File: src/rtl/cordic_pkg.sv
`default_nettype none
// ============================================================================
// Module      : cordic_pkg
// Description : Shared constants, state encoding and angle-wrap helper for
//               the cordic request queue.
// Revision    : 1.0 - initial release
// ============================================================================
package cordic_pkg;

    localparam int COORD_DEPTH_DEFAULT = $clog2(640);
    localparam int ANGLE_W             = 10;
    localparam int DEG_FULL            = 360;

    typedef enum logic [1:0] {
        IDLE   = 2'd0,
        LAUNCH = 2'd1,
        WAIT   = 2'd2
    } cordic_q_state_t;

    // Fold a negative signed angle into 0..359 when enabled; otherwise pass it through raw.
    function automatic logic [ANGLE_W-1:0] wrap_angle(input logic [ANGLE_W-1:0] a,
                                                      input logic               en);
        logic [ANGLE_W-1:0] r;
        r = a;
        if (en && a[ANGLE_W-1]) begin
            r = a + ANGLE_W'(DEG_FULL);
        end
        return r;
    endfunction

endpackage
`default_nettype wire

File: src/rtl/sync_fifo.sv
`default_nettype none
// ============================================================================
// Module      : sync_fifo
// Description : Single-clock FIFO with wrap-bit pointers. Flags come from the
//               registered pointers only, so a write is never visible to the
//               read side in the same cycle.
// Revision    : 1.0 - initial release
// ============================================================================
module sync_fifo #(
    parameter int WIDTH = 8,
    parameter int DEPTH = 4
) (
    input  logic             clk,
    input  logic             rst,
    input  logic             push,
    input  logic [WIDTH-1:0] wdata,
    input  logic             pop,
    output logic [WIDTH-1:0] rdata,
    output logic             full,
    output logic             empty
);

    localparam int c_aw = $clog2(DEPTH);

    logic [WIDTH-1:0] r_mem [DEPTH];
    logic [c_aw:0]    r_wr_ptr;
    logic [c_aw:0]    r_rd_ptr;
    logic             w_do_push;
    logic             w_do_pop;

    assign w_do_push = push && !full;
    assign w_do_pop  = pop && !empty;

    // Advance read/write pointers; the extra MSB distinguishes full from empty.
    always_ff @(posedge clk) begin
        if (rst) begin
            r_wr_ptr <= '0;
            r_rd_ptr <= '0;
        end else begin
            if (w_do_push) r_wr_ptr <= r_wr_ptr + (c_aw+1)'(1);
            if (w_do_pop)  r_rd_ptr <= r_rd_ptr + (c_aw+1)'(1);
        end
    end

    // Storage array; contents need no reset because the pointers gate every read.
    always_ff @(posedge clk) begin
        if (w_do_push) r_mem[r_wr_ptr[c_aw-1:0]] <= wdata;
    end

    assign rdata = r_mem[r_rd_ptr[c_aw-1:0]];
    assign empty = (r_wr_ptr == r_rd_ptr);
    assign full  = (r_wr_ptr[c_aw] != r_rd_ptr[c_aw]) &&
                   (r_wr_ptr[c_aw-1:0] == r_rd_ptr[c_aw-1:0]);

endmodule
`default_nettype wire

File: src/rtl/cordic_req_queue.sv
`default_nettype none
// ============================================================================
// Module      : cordic_req_queue
// Description : Buffers tagged (x, y) requests, launches them one at a time on
//               the cordic engine, detects completion on a rising edge of
//               cordic_angle_rdy, and returns angle + tag on a valid/ready
//               port. A WAIT that outlives TIMEOUT_CYC cycles forces a
//               timeout result with angle 0.
//               Build option: define ANGLE_WRAP_EN to return angles as
//               unsigned 0..359 instead of the raw signed cordic angle.
// Revision    : 1.0 - initial release
// ============================================================================
module cordic_req_queue
    import cordic_pkg::*;
#(
    parameter int COORD_DEPTH = COORD_DEPTH_DEFAULT,
    parameter int FIFO_DEPTH  = 4,
    parameter int TAG_W       = 4,
    parameter int TIMEOUT_CYC = 64
) (
    input  logic                   clk,
    input  logic                   rst,
    input  logic                   req_valid,
    output logic                   req_ready,
    input  logic [COORD_DEPTH-1:0] req_x,
    input  logic [COORD_DEPTH-1:0] req_y,
    input  logic [TAG_W-1:0]       req_tag,
    output logic [COORD_DEPTH-1:0] cordic_x,
    output logic [COORD_DEPTH-1:0] cordic_y,
    output logic                   cordic_start,
    input  logic [ANGLE_W-1:0]     cordic_angle,
    input  logic                   cordic_angle_rdy,
    output logic                   res_valid,
    input  logic                   res_ready,
    output logic [ANGLE_W-1:0]     res_angle,
    output logic [TAG_W-1:0]       res_tag,
    output logic                   res_timeout,
    output logic                   busy
);

    localparam int c_entry_w = 2*COORD_DEPTH + TAG_W;
    localparam int c_cnt_w   = (TIMEOUT_CYC > 1) ? $clog2(TIMEOUT_CYC) : 1;
`ifdef ANGLE_WRAP_EN
    localparam logic c_wrap_en = 1'b1;
`else
    localparam logic c_wrap_en = 1'b0;
`endif

    cordic_q_state_t        r_state;
    cordic_q_state_t        w_state_nxt;
    logic                   w_fifo_full;
    logic                   w_fifo_empty;
    logic [c_entry_w-1:0]   w_fifo_rdata;
    logic                   w_push;
    logic                   w_pop;
    logic                   w_done;
    logic                   w_timeout;
    logic [c_cnt_w-1:0]     r_cnt;
    logic                   r_rdy_prev;
    logic [COORD_DEPTH-1:0] r_op_x;
    logic [COORD_DEPTH-1:0] r_op_y;
    logic [TAG_W-1:0]       r_op_tag;
    logic                   r_res_valid;
    logic [ANGLE_W-1:0]     r_res_angle;
    logic [TAG_W-1:0]       r_res_tag;
    logic                   r_res_timeout;

    assign w_push    = req_valid && !w_fifo_full;
    assign req_ready = !w_fifo_full;

    sync_fifo #(
        .WIDTH (c_entry_w),
        .DEPTH (FIFO_DEPTH)
    ) u_fifo (
        .clk   (clk),
        .rst   (rst),
        .push  (w_push),
        .wdata ({req_tag, req_y, req_x}),
        .pop   (w_pop),
        .rdata (w_fifo_rdata),
        .full  (w_fifo_full),
        .empty (w_fifo_empty)
    );

    // State register.
    always_ff @(posedge clk) begin
        if (rst) r_state <= IDLE;
        else     r_state <= w_state_nxt;
    end

    // Next state, pop gating (never overwrite an unconsumed result), completion/timeout decode.
    always_comb begin
        w_state_nxt  = r_state;
        w_pop        = 1'b0;
        w_done       = 1'b0;
        w_timeout    = 1'b0;
        cordic_start = 1'b0;
        case (r_state)
            IDLE: begin
                if (!w_fifo_empty && (!r_res_valid || res_ready)) begin
                    w_pop       = 1'b1;
                    w_state_nxt = LAUNCH;
                end
            end
            LAUNCH: begin
                cordic_start = 1'b1;
                w_state_nxt  = WAIT;
            end
            WAIT: begin
                if (cordic_angle_rdy && !r_rdy_prev) begin
                    w_done      = 1'b1;
                    w_state_nxt = IDLE;
                end else if (r_cnt == c_cnt_w'(TIMEOUT_CYC - 1)) begin
                    w_timeout   = 1'b1;
                    w_state_nxt = IDLE;
                end
            end
            default: w_state_nxt = IDLE;
        endcase
    end

    // Operand latch, WAIT timer, rdy history and the result holding register.
    always_ff @(posedge clk) begin
        if (rst) begin
            r_op_x        <= '0;
            r_op_y        <= '0;
            r_op_tag      <= '0;
            r_cnt         <= '0;
            r_rdy_prev    <= 1'b0;
            r_res_valid   <= 1'b0;
            r_res_angle   <= '0;
            r_res_tag     <= '0;
            r_res_timeout <= 1'b0;
        end else begin
            r_rdy_prev <= cordic_angle_rdy;
            if (w_pop) {r_op_tag, r_op_y, r_op_x} <= w_fifo_rdata;
            if (r_state == LAUNCH)    r_cnt <= '0;
            else if (r_state == WAIT) r_cnt <= r_cnt + c_cnt_w'(1);
            if (w_done || w_timeout) begin
                r_res_valid   <= 1'b1;
                r_res_tag     <= r_op_tag;
                r_res_timeout <= w_timeout;
                r_res_angle   <= w_done ? wrap_angle(cordic_angle, c_wrap_en) : '0;
            end else if (res_ready) begin
                r_res_valid <= 1'b0;
            end
        end
    end

    assign cordic_x    = r_op_x;
    assign cordic_y    = r_op_y;
    assign res_valid   = r_res_valid;
    assign res_angle   = r_res_angle;
    assign res_tag     = r_res_tag;
    assign res_timeout = r_res_timeout;
    assign busy        = (r_state != IDLE) || !w_fifo_empty;

endmodule
`default_nettype wire

File: config.mk
export PLATFORM = sky130hd
export DESIGN_NAME = cordic_req_queue
export DESIGN_NICKNAME = d
export VERILOG_FILES = /design/src/rtl/cordic_pkg.sv /design/src/rtl/sync_fifo.sv /design/src/rtl/cordic_req_queue.sv
export SDC_FILE = /design/constraint.sdc
export NUM_CORES = 1
export LEC_CHECK = 0
export CELL_PAD_IN_SITES_DETAIL_PLACEMENT = 1
export CELL_PAD_IN_SITES_GLOBAL_PLACEMENT = 1
export CORE_ASPECT_RATIO = 0.9
export CORE_MARGIN = 3
export CORE_UTILIZATION = 40
export CTS_CLUSTER_DIAMETER = 100
export CTS_CLUSTER_SIZE = 20
export DETAILED_ROUTE_END_ITERATION = 7
export PLACE_DENSITY = 0.7
export REMOVE_ABC_BUFFERS = 1
export SETUP_SLACK_MARGIN = 0.02
export SYNTH_ARGS = -nofsm -noshare
export SYNTH_HDL_FRONTEND = slang
export SYNTH_HIERARCHICAL = 1
export SYNTH_SLANG_ARGS = --single-unit
File: constraint.sdc
create_clock -name clk -period 3.7 [get_ports clk]
set_input_delay 0.555 -clock clk [delete_from_list [all_inputs] [get_ports clk]]
set_output_delay 0.555 -clock clk [all_outputs]
set_load 0.1 [all_outputs]
==> report_table.html <==
<table>
<tr><th>Metric</th><th>Value</th></tr>
<tr><th colspan="2">Job</th></tr>
<tr><td>Number of max-cap violations</td><td>0</td></tr>
<tr><th colspan="2">Critical path</th></tr>
<tr><td>Critical Setup Path Class</td><td>flip-flop to output port</td></tr>
<tr><td>Setup slack of the most critical reg-to-reg path</td><td>0.68 ns</td></tr>
<tr><td>Worst R2R Start</td><td>u_fifo/r_wr_ptr[1]$_SDFFE_PP0P_</td></tr>
<tr><td>Critical path launch point</td><td>u_fifo/r_rd_ptr[0]$_SDFFE_PP0P_</td></tr>
<tr><td>Worst Path Max Fanout</td><td>8</td></tr>
<tr><td>Ordered cell list for the critical path</td><td>xnor2_1 &gt; nand2_1 &gt; nor2_1 &gt; nand2_1 &gt; buf_4</td></tr>
<tr><td>Master of the slowest instance on the critical path</td><td>sky130_fd_sc_hd__xnor2_1</td></tr>
<tr><td>Slowest cell delay on critical path</td><td>0.67 ns</td></tr>
<tr><td>Dominant delay contributor by cell family on the critical path</td><td>simple AND/OR/NAND/NOR gates</td></tr>
<tr><td>Category of the worst setup path capture point</td><td>output port</td></tr>
<tr><td>Type of element launching the critical path</td><td>flip-flop</td></tr>
<tr><td>Most numerous cell on the critical path</td><td>sky130_fd_sc_hd__nand2_1</td></tr>
<tr><td>CP Data Arrival Time</td><td>2.48 ns</td></tr>
<tr><td>Buffers and inverters on the worst path</td><td>1</td></tr>
<tr><td>Req. time, crit path</td><td>3.14 ns</td></tr>
<tr><th colspan="2">CTS</th></tr>
<tr><td>Worst skew pair latency</td><td>0.42 ns</td></tr>
<tr><td>Master cell of the clock root buffer</td><td>sky130_fd_sc_hd__clkbuf_16</td></tr>
<tr><td>Post CTS Setup Buffer Count</td><td>0</td></tr>
<tr><td>Clock tree from TritonCTS</td><td>yes</td></tr>
<tr><td>Sinks on the clock net</td><td>153</td></tr>
<tr><td>Number of hold buffers added after cts</td><td>0</td></tr>
<tr><td>Number of buffers between clock root and the deepest sink</td><td>2</td></tr>
<tr><td>Clock input transition at the sequential cells of the worst setup and hold paths</td><td>0.06 ns</td></tr>
<tr><td>Number of cells upsized or downsized after cts</td><td>0</td></tr>
<tr><td>Number of buffers created by CTS</td><td>17</td></tr>
<tr><td>H-tree depth</td><td>4</td></tr>
<tr><th colspan="2">Power and ir drop</th></tr>
<tr><td>Power density normalized to cell area</td><td>around 850 nW/µm²</td></tr>
<tr><td>Leakage Power</td><td>about 2.5 nW</td></tr>
<tr><td>Total power</td><td>0.00654 W</td></tr>
<tr><td>Largest voltage drop on the vdd net</td><td>~0.48 mV</td></tr>
<tr><th colspan="2">Synthesis</th></tr>
<tr><td>Synthesized netlist cell count</td><td>442</td></tr>
<tr><td>Fraction of synthesis flops using an asynchronous set or reset pin</td><td>0</td></tr>
<tr><td>Number of storage elements in the synthesis netlist</td><td>roughly 150</td></tr>
<tr><td>Synth top area cells</td><td>sky130_fd_sc_hd__edfxtp_1, sky130_fd_sc_hd__dfxtp_1, sky130_fd_sc_hd__mux4_2, sky130_fd_sc_hd__a21oi_1, sky130_fd_sc_hd__nand3_1</td></tr>
<tr><td>Synth top area share</td><td>0.471</td></tr>
<tr><td>Average cell area after synthesis</td><td>around 14 µm²</td></tr>
<tr><td>Cell area after synthesis</td><td>6120 µm²</td></tr>
<tr><td>Primary FF master, synth</td><td>sky130_fd_sc_hd__edfxtp_1</td></tr>
<tr><td>Count of different cell masters after synthesis</td><td>49</td></tr>
<tr><td>Sequential cell area fraction in the yosys report</td><td>0.658</td></tr>
<tr><td>Largest area contributor in the netlist</td><td>sky130_fd_sc_hd__edfxtp_1</td></tr>
<tr><td>Synthesis Warnings</td><td>6</td></tr>
<tr><td>Number of synthesized flops with an enable pin</td><td>96</td></tr>
<tr><th colspan="2">Place</th></tr>
<tr><td>RD Place Congestion</td><td>between 0.7 and 0.8</td></tr>
<tr><td>Final HPWL DP</td><td>8.85 mm</td></tr>
<tr><td>Number of buffers added on ports</td><td>77</td></tr>
<tr><td>Post-placement worst setup slack</td><td>0.637 ns</td></tr>
<tr><th colspan="2">Cells and area</th></tr>
<tr><td>Count of antenna diodes in the layout</td><td>0</td></tr>
<tr><td>NumNets Final</td><td>approximately 560</td></tr>
<tr><td>Share of cells above drive strength 1</td><td>0.151</td></tr>
<tr><td>Most frequent standard cell in the layout excluding fill and tap cells</td><td>sky130_fd_sc_hd__edfxtp_1</td></tr>
<tr><td>Commonest cells after routing, fill and taps aside</td><td>sky130_fd_sc_hd__edfxtp_1, sky130_fd_sc_hd__clkdlybuf4s50_1, sky130_fd_sc_hd__dfxtp_1, sky130_fd_sc_hd__a21oi_1, sky130_fd_sc_hd__nand3_1</td></tr>
<tr><td>Post-layout util</td><td>0.518</td></tr>
<tr><td>Synth-to-Final Area Change</td><td>25.4%</td></tr>
<tr><th colspan="2">Floorplan</th></tr>
<tr><td>Area of the core region</td><td>14800 µm²</td></tr>
<tr><td>FP Rows</td><td>42</td></tr>
<tr><td>Vertical die dimension</td><td>123 µm</td></tr>
<tr><td>Area of the die</td><td>16800 µm²</td></tr>
<tr><td>Top Ports</td><td>78</td></tr>
<tr><td>Die boundary width</td><td>136 µm</td></tr>
<tr><td>Initial Utilization</td><td>0.413</td></tr>
<tr><th colspan="2">Global routing</th></tr>
<tr><td>Initial antenna violation count</td><td>0</td></tr>
<tr><td>All-Layer GR Usage</td><td>0.178</td></tr>
<tr><td>First-pass GRT wire length</td><td>approximately 22 mm</td></tr>
<tr><td>Largest net degree at the start of global routing</td><td>44</td></tr>
<tr><td>Vias in the first global route</td><td>4105</td></tr>
<tr><td>GRT Residual Overflow</td><td>0</td></tr>
<tr><th colspan="2">Timing</th></tr>
<tr><td>Highest achievable clock rate</td><td>0.330 GHz</td></tr>
<tr><td>Final count of hold timing violations</td><td>0</td></tr>
<tr><td>Share of the clock period used by the worst path after layout</td><td>0.819</td></tr>
<tr><td>Period minus WS final</td><td>3.03 ns</td></tr>
<tr><td>Final setup violation count</td><td>0</td></tr>
<tr><td>Slew @ Worst Pin</td><td>1.26 ns</td></tr>
<tr><td>Worst slew slack as a fraction of its limit</td><td>0.157</td></tr>
<tr><td>Setup repair after global routing missed its margin</td><td>no</td></tr>
<tr><td>Clock Skew</td><td>0.00566 ns</td></tr>
<tr><td>Worst path setup slack after routing</td><td>~0.67 ns</td></tr>
<tr><td>Setup_tns</td><td>0 ns</td></tr>
<tr><td>Number of max-slew violations in the final report</td><td>0</td></tr>
<tr><th colspan="2">Drt</th></tr>
<tr><td># DRC</td><td>0</td></tr>
<tr><td>Antenna Violating Nets Remaining</td><td>0</td></tr>
<tr><td>Wire length per cell after detailed routing</td><td>19.5 µm</td></tr>
<tr><td>First-pass DRT Iterations</td><td>5</td></tr>
<tr><td>Routed vias/inst</td><td>5.48</td></tr>
<tr><td>Routed wire length</td><td>14.2 mm</td></tr>
<tr><td>Total via count in the routed design</td><td>3981</td></tr>
<tr><td>Number of DRC markers in iteration 0</td><td>224</td></tr>
<tr><th colspan="2">Min path</th></tr>
<tr><td>Worst hold path class</td><td>flip-flop to flip-flop</td></tr>
<tr><td>Start point of the worst hold path</td><td>r_op_tag[2]$_SDFFE_PP0P_</td></tr>
<tr><th colspan="2">Status</th></tr>
<tr><td>Status</td><td>finished clean</td></tr>
</table>
## cell type report
type                            instances  area, µm²
Clock inverter                         15        189
Tap cell                              198        248
Inverter                                9       33.8
Multi-Input combinational cell        249       1930
Timing Repair Buffer                   86        826
Clock buffer                           17        425
Fill cell                            1479       7150
Sequential cell                       153       4030
## per-stage QoR
step                      instance area (µm²)  std cells  hold WS [ns]
final                                    7670        727         0.468
after detailed placement                 7060        695         0.463
after global placement                   7060        695         0.456
after floorplan                          5960        411         0.445
after CTS                                7670        727         0.471
after global routing                     7670        727         0.497
## cells in the mapped netlist (4+ instances only)
cell                       count
sky130_fd_sc_hd__a21oi_1      43
sky130_fd_sc_hd__a31oi_1       5
sky130_fd_sc_hd__buf_1         5
sky130_fd_sc_hd__buf_2         9
sky130_fd_sc_hd__clkbuf_1     11
sky130_fd_sc_hd__dfxtp_1      57
sky130_fd_sc_hd__edfxtp_1     96
sky130_fd_sc_hd__ha_1          6
sky130_fd_sc_hd__inv_1         8
sky130_fd_sc_hd__mux2i_1       4
sky130_fd_sc_hd__mux4_2       24
sky130_fd_sc_hd__nand2_1      22
sky130_fd_sc_hd__nand2b_1     10
sky130_fd_sc_hd__nand3_1      29
sky130_fd_sc_hd__nor2_1        9
sky130_fd_sc_hd__nor2b_1       5
sky130_fd_sc_hd__nor3b_1       6
sky130_fd_sc_hd__o211ai_1     17
sky130_fd_sc_hd__o21ai_0      27
sky130_fd_sc_hd__xnor2_1       4
## kinds of logic after synthesis
family / synth area share
fa+ha+maj: 0.0123
xor+xnor: 0.0100
mux: 0.0986
flops: 0.658
buf+inv: 0.0313
compound gates: 0.0969
simple gates: 0.0933
## flip-flops by register name, summed over array words and instances (netlist names), named ones only
signal and cells:
r_rdy_prev 1, u_fifo/r_wr_ptr 3, r_state 2, u_fifo/r_rd_ptr 3
r_cnt 6, res_valid 1, r_op_tag 4, u_fifo/r_mem 96
res_timeout 1, res_tag 4, cordic_x 10, res_angle 10
cordic_y 10
## power breakdown
part	leakage [nW]	total (W)	switching [W]	internal, W
clock network	0.301	0.00179	0.000715	0.00108
logic	0.869	0.00235	0.00168	0.000672
registers	1.35	0.00240	0.000240	0.00216
total	2.52	0.00654	0.00264	0.00390
## worst paths after layout
path                                       end  depth (start not counted)
setup reg to reg  u_fifo/r_mem[0][6]$_DFFE_PP_                          8
hold reg to reg        res_tag[2]$_SDFFE_PP0P_                          2
setup / recovery                          busy                          5
hold / removal         res_tag[2]$_SDFFE_PP0P_                          2
## per-layer routing
layer / share of wire / vias to the layer above / GRT usage
met5: 0 / - / 0
met1: 0.42 / 2028 / 0.215
li1: - / 1839 / -
met4: 0.012 / 0 / 0.0605
met2: 0.52 / 102 / 0.310
met3: 0.050 / 12 / 0.0476
## worst min-delay path: stages, from the launching register on
cell and delay [ns]:
sky130_fd_sc_hd__dfxtp_1 0.31, sky130_fd_sc_hd__nand2b_1 0.06, sky130_fd_sc_hd__mux2i_1 0.05
No activity file was read; power rests on OpenSTA's default activity.
==> variant 1: new RTL, same settings <==
Re-encode `cordic_q_state_t` (3 states) as one-hot, 3 bits wide.
--- a/src/rtl/cordic_pkg.sv
+++ b/src/rtl/cordic_pkg.sv
@@ -11,10 +11,10 @@
     localparam int ANGLE_W             = 10;
     localparam int DEG_FULL            = 360;
 
-    typedef enum logic [1:0] {
-        IDLE   = 2'd0,
-        LAUNCH = 2'd1,
-        WAIT   = 2'd2
+    typedef enum logic [2:0] {
+        IDLE   = 3'b001,
+        LAUNCH = 3'b010,
+        WAIT   = 3'b100
     } cordic_q_state_t;
 
     // Fold a negative signed angle into 0..359 when enabled; otherwise pass it through raw.
Formal check against the unedited RTL: same outputs for any inputs over 10 cycles, from zero or initial values and one cycle with rst high; not proved beyond that.
==> variant 1 against the unedited design <==
  * Maximum frequency increased by 1.9%
  * Clock power down 6%
  * Design area is 2.5% lower
  * Utilization increased by 0.49 points
  * Worst setup slack better by 0.057 ns
  * Sequential cell count grew 1
  * Critical path depth grew 5
  * Final cell count decreased by 2.5%
  * Wire length fell by 7.1%
  * Global-route usage fell by 0.93 points
  * Power shrank 6.2%
  * Hold slack got worse by 0.014 ns
  * Synthesized area decreased by 2.7%
==> variant 1: results (changes against the unedited design) <==
Worst-Skew Late Latency 0.42 ns (about the same); CP arrival 3.30 ns (+0.82 ns); leak pwr 2.47 nW (-1.7%); IO Port Bufs 77 (unchanged); VDD IR max 0.611 mV (+28%); largest net degree at the start of global routing 40 (-9.1%); vias in the first global route 3946 (-3.9%); CTS Buf Count 17 (unchanged); dpl hpwl 8.51 mm (-3.9%); synth top area cells edfxtp_1, dfxtp_1, mux4_2; Least-Margin Pin Slew 1.01 ns (-0.257 ns); hold crit path type register to register; first-pass detailed-route iteration total 4 (-1); DR vias 3647 (-8.4%); final wirelength 13.2 mm (-7.1%); sequential-to-total area share from yosys stat 67.9% (+2.2 points); Most used DFF post-synth edfxtp_1; Post-synth EDFFs 96 (unchanged); max reg flops 96 (unchanged); post_cts resized 0 (unchanged); gp weighted congestion 0.762 (-4.0%); Max H-tree Level 4 (unchanged); Max Root-Sink Buffers 2 (unchanged); Pint 3.74 mW (-4.2%); postcts setup bufs 0 (unchanged); Post-synth ARST share 0% (unchanged); global-route wire length before repair 20.9 mm (-6.0%); crit path max fanout 26 (+18); Post-Route Skew 0.00927 ns (+0.00361 ns); Syn. warnings 6 (unchanged); Worst-path clk slew 0.06 ns (about the same); clk root buf clkbuf_16; Synth cell types 46 (-6.1%); Synth top cells by count edfxtp_1, nand2_1, dfxtp_1; outcome finished, final reports clean; antenna diode count 0 (unchanged); gr usage total 16.9% (-0.93 points); fin nets 548 (-2.3%); 1st-iter DRT viols 208 (-7.1%); initial antenna violation count 0 (unchanged); pre-CTS setup slack 0.776 ns (+0.138 ns); layout cells sized above 1 14.9% (-0.20 points)
## variant 1: cell count changes in the layout (fill, tap and decap cells not counted), moves of 3 or more
cell	unedited run	this run
nand2_1	22	68
o21ai_0	27	4
nand3_1	29	14
o211ai_1	17	5
a21oi_1	43	37
nand2b_1	10	6
xor2_1	3	7
clkinv_1	0	3
inv_6	5	2
mux2i_1	4	1
o21ai_1	1	4
## variant 1: worst paths after layout
| kind | cells after the start | slack (ns) | end | start |
|---|---|---|---|---|
| worst min-delay path | 2 | 0.45 | r_op_tag[0] | r_op_tag[0] |
| worst min register to register | 2 | 0.45 | r_op_tag[0] | r_op_tag[0] |
| worst max register to register | 10 | 0.73 | register | u_fifo/r_wr_ptr[1] |
| worst max-delay path | 10 | 0.73 | register | u_fifo/r_wr_ptr[1] |
## variant 1: metrics by stage
step                total power, mW  std cells  hold slack [ns]  cell area [um2]
floorplan                      3.85        396            0.431             5810
global placement               4.45        677            0.443             6910
detailed placement             4.50        677            0.448             6910
CTS                            6.22        709            0.456             7480
global route                   6.44        709            0.476             7480
finish                         6.14        709            0.454             7480
## variant 1: cell families after synthesis
kind of cell               share of synthesized area (%)
DFF                                                 67.9
muxes                                               9.25
xor gates and xnor gates                            1.62
buffers and inverters                               2.90
AOI/OAI and AO/OA                                   5.95
adders and majority gates                           1.26
and+or+nand+nor                                     11.1
## variant 1: power by group through the flow
stage	clock, mW	sequential (mW)	combinational [mW]
after detailed placement	0	2.40	2.10
after CTS	1.73	2.37	2.12
after global routing	1.81	2.40	2.23
after global placement	0	2.39	2.07
after floorplan	0	3.05	0.794
final	1.68	2.36	2.10
## variant 1: worst max-delay path: stages, from the launching register on
cell and delay [ns]:
dfxtp_1 0.41, xnor2_1 0.57, nand2_1 0.29, nor2_1 0.22
inv_1 0.10, nand3_4 0.26, clkinv_2 0.31, buf_4 0.29
nor3b_1 0.21, a21oi_1 0.09, o211ai_1 0.12
## variant 1: layout make-up
cell class | count | area, um2
clock buffer | 18 | 429
clock inverter | 14 | 146
fill | 1402 | 6830
inverter | 7 | 27.5
multi-input combinational | 235 | 1750
sequential | 154 | 4050
tap | 193 | 241
timing repair buffer | 88 | 841
## variant 1: routing by layer
metal  global-route usage [%]  part of all wire (%)
met5                        0                     0
met4                     4.39                  0.90
met3                     5.74                   5.4
met2                     29.3                    51
met1                     20.3                    43
==> variant 2: new RTL, config.mk and constraints unchanged <==
Made on the original files. Add a define of `ANGLE_WRAP_EN`.
--- a/src/rtl/cordic_req_queue.sv
+++ b/src/rtl/cordic_req_queue.sv
@@ -10,6 +10,8 @@
 //               unsigned 0..359 instead of the raw signed cordic angle.
 // Revision    : 1.0 - initial release
 // ============================================================================
+`define ANGLE_WRAP_EN
+
 module cordic_req_queue
     import cordic_pkg::*;
 #(
Function: changed (Yosys sat finds a counterexample within 10 cycles, from zero or initial values and one cycle with rst high).
==> variant 2 against the unedited design <==
  * Sequential cell count is the same
  * Worst setup slack gained 0.022 ns
  * Power shrank 2.1%
  * Design area shrank 1.9%
  * Wire length shrank 7.8%
  * Synthesized area shrank 1.6%
  * Critical endpoint is now u_fifo/r_mem[1][0]
  * Highest routed layer unchanged
==> variant 2: results (changes against the unedited design) <==
fin nets 542 (-3.4%); final wirelength 13.1 mm (-7.8%); first-pass detailed-route iteration total 4 (-1); leak pwr 2.52 nW (about the same); CP arrival 3.11 ns (+0.63 ns); adder-cell share of the synthesized area 1.45% (+0.23 points); Syn. warnings 6 (unchanged); post-synthesis xor/xnor area fraction 2.18% (+1.2 points); Synth cell types 48 (-2.0%); Crit. Startpoint u_fifo/r_wr_ptr[1]; postcts setup bufs 0 (unchanged); largest net degree at the start of global routing 51 (+16%); multiplexer area fraction after synthesis 9.83% (-0.025 points); dpl hpwl 8.43 mm (-4.7%); layout cells sized above 1 15.9% (+0.79 points); pre-CTS setup slack 0.717 ns (+0.0797 ns); hold path startpoint r_op_tag[1]; VDD IR max 0.787 mV (+64%); gr usage total 16.7% (-1.1 points); 1st-iter DRT viols 178 (-21%); Post-Route Skew 0.00685 ns (+0.00119 ns); Least-Margin Pin Slew 1.02 ns (-0.246 ns); synth top area cells edfxtp_1, dfxtp_1, mux4_2; outcome finished, final reports clean; Placed Instance Area 6940 um2 (-1.7%); sequential-to-total area share from yosys stat 66.8% (+1.1 points); DR vias 3553 (-11%); post-synthesis compound-gate area fraction 7.11% (-2.6 points); antenna diode count 0 (unchanged); fill count 1431 (-3.2%); vias in the first global route 3906 (-4.8%); global-route wire length before repair 20.7 mm (-7.1%); gp weighted congestion 0.818 (+3.0%); max reg flops 96 (unchanged); Synth top cells by count edfxtp_1, nand2_1, dfxtp_1; hold crit path type register to register; crit path max fanout 16 (+8); initial antenna violation count 0 (unchanged); clk root buf clkbuf_16
[variant 2: changes by cell type after synthesis, sizes merged, moves of 8 or more]
cell    delta
a22o       +9
nand2     +39
a21oi     -12
nand3     -24
o21ai     -22
o211ai    -12
clkbuf     -8
[variant 2: where the power goes]
part,internal [mW],leakage [nW],switching (mW)
clock network,1.05,0.292,0.644
registers,2.16,1.35,0.208
logic,0.638,0.880,1.70
total,3.85,2.52,2.56
[variant 2: critical path: stages (launching register included)]
cell,delay [ns]
dfxtp_1,0.51
xnor2_1,0.28
nand2_1,0.25
nor2_1,0.09
nor2b_1,0.39
inv_1,0.12
a31oi_1,0.25
and2_1,0.45
buf_4,0.35
[variant 2: area by class of cell]
type | instances | area [um2] | share of cell area [%]
Sequential cell | 153 | 4030 | 53.5
Multi-Input combinational cell | 233 | 1830 | 24.3
Clock buffer | 26 | 531 | 7.05
Clock inverter | 6 | 58.8 | 0.781
Timing Repair Buffer | 83 | 806 | 10.7
Tap cell | 193 | 241 | 3.21
Inverter | 8 | 35.0 | 0.465
[variant 2: path summary, 6_finish.rpt]
kind,cells after the start,slack [ns],to
worst min register to register,2,0.46,r_op_tag[1]
worst max register to register,8,0.69,u_fifo/r_mem[1][0]
worst min-delay path,2,0.46,r_op_tag[1]
worst max-delay path,8,0.69,u_fifo/r_mem[1][0]
[variant 2: through the flow]
stage | hold WS, ns | cells
2_1_floorplan | 0.431 | 394
6_report | 0.458 | 702
3_5_place_dp | 0.450 | 670
5_1_grt | 0.490 | 702
3_3_place_gp | 0.445 | 670
4_1_cts | 0.462 | 702
[variant 2: layer usage]
layer / share of wire (%) / GRT usage (%) / wire (um)
met5: 0 / 0 / 0
met2: 50 / 27.6 / 6530
met3: 3.6 / 4.39 / 468
met4: 1.3 / 7.12 / 175
met1: 45 / 20.9 / 5890
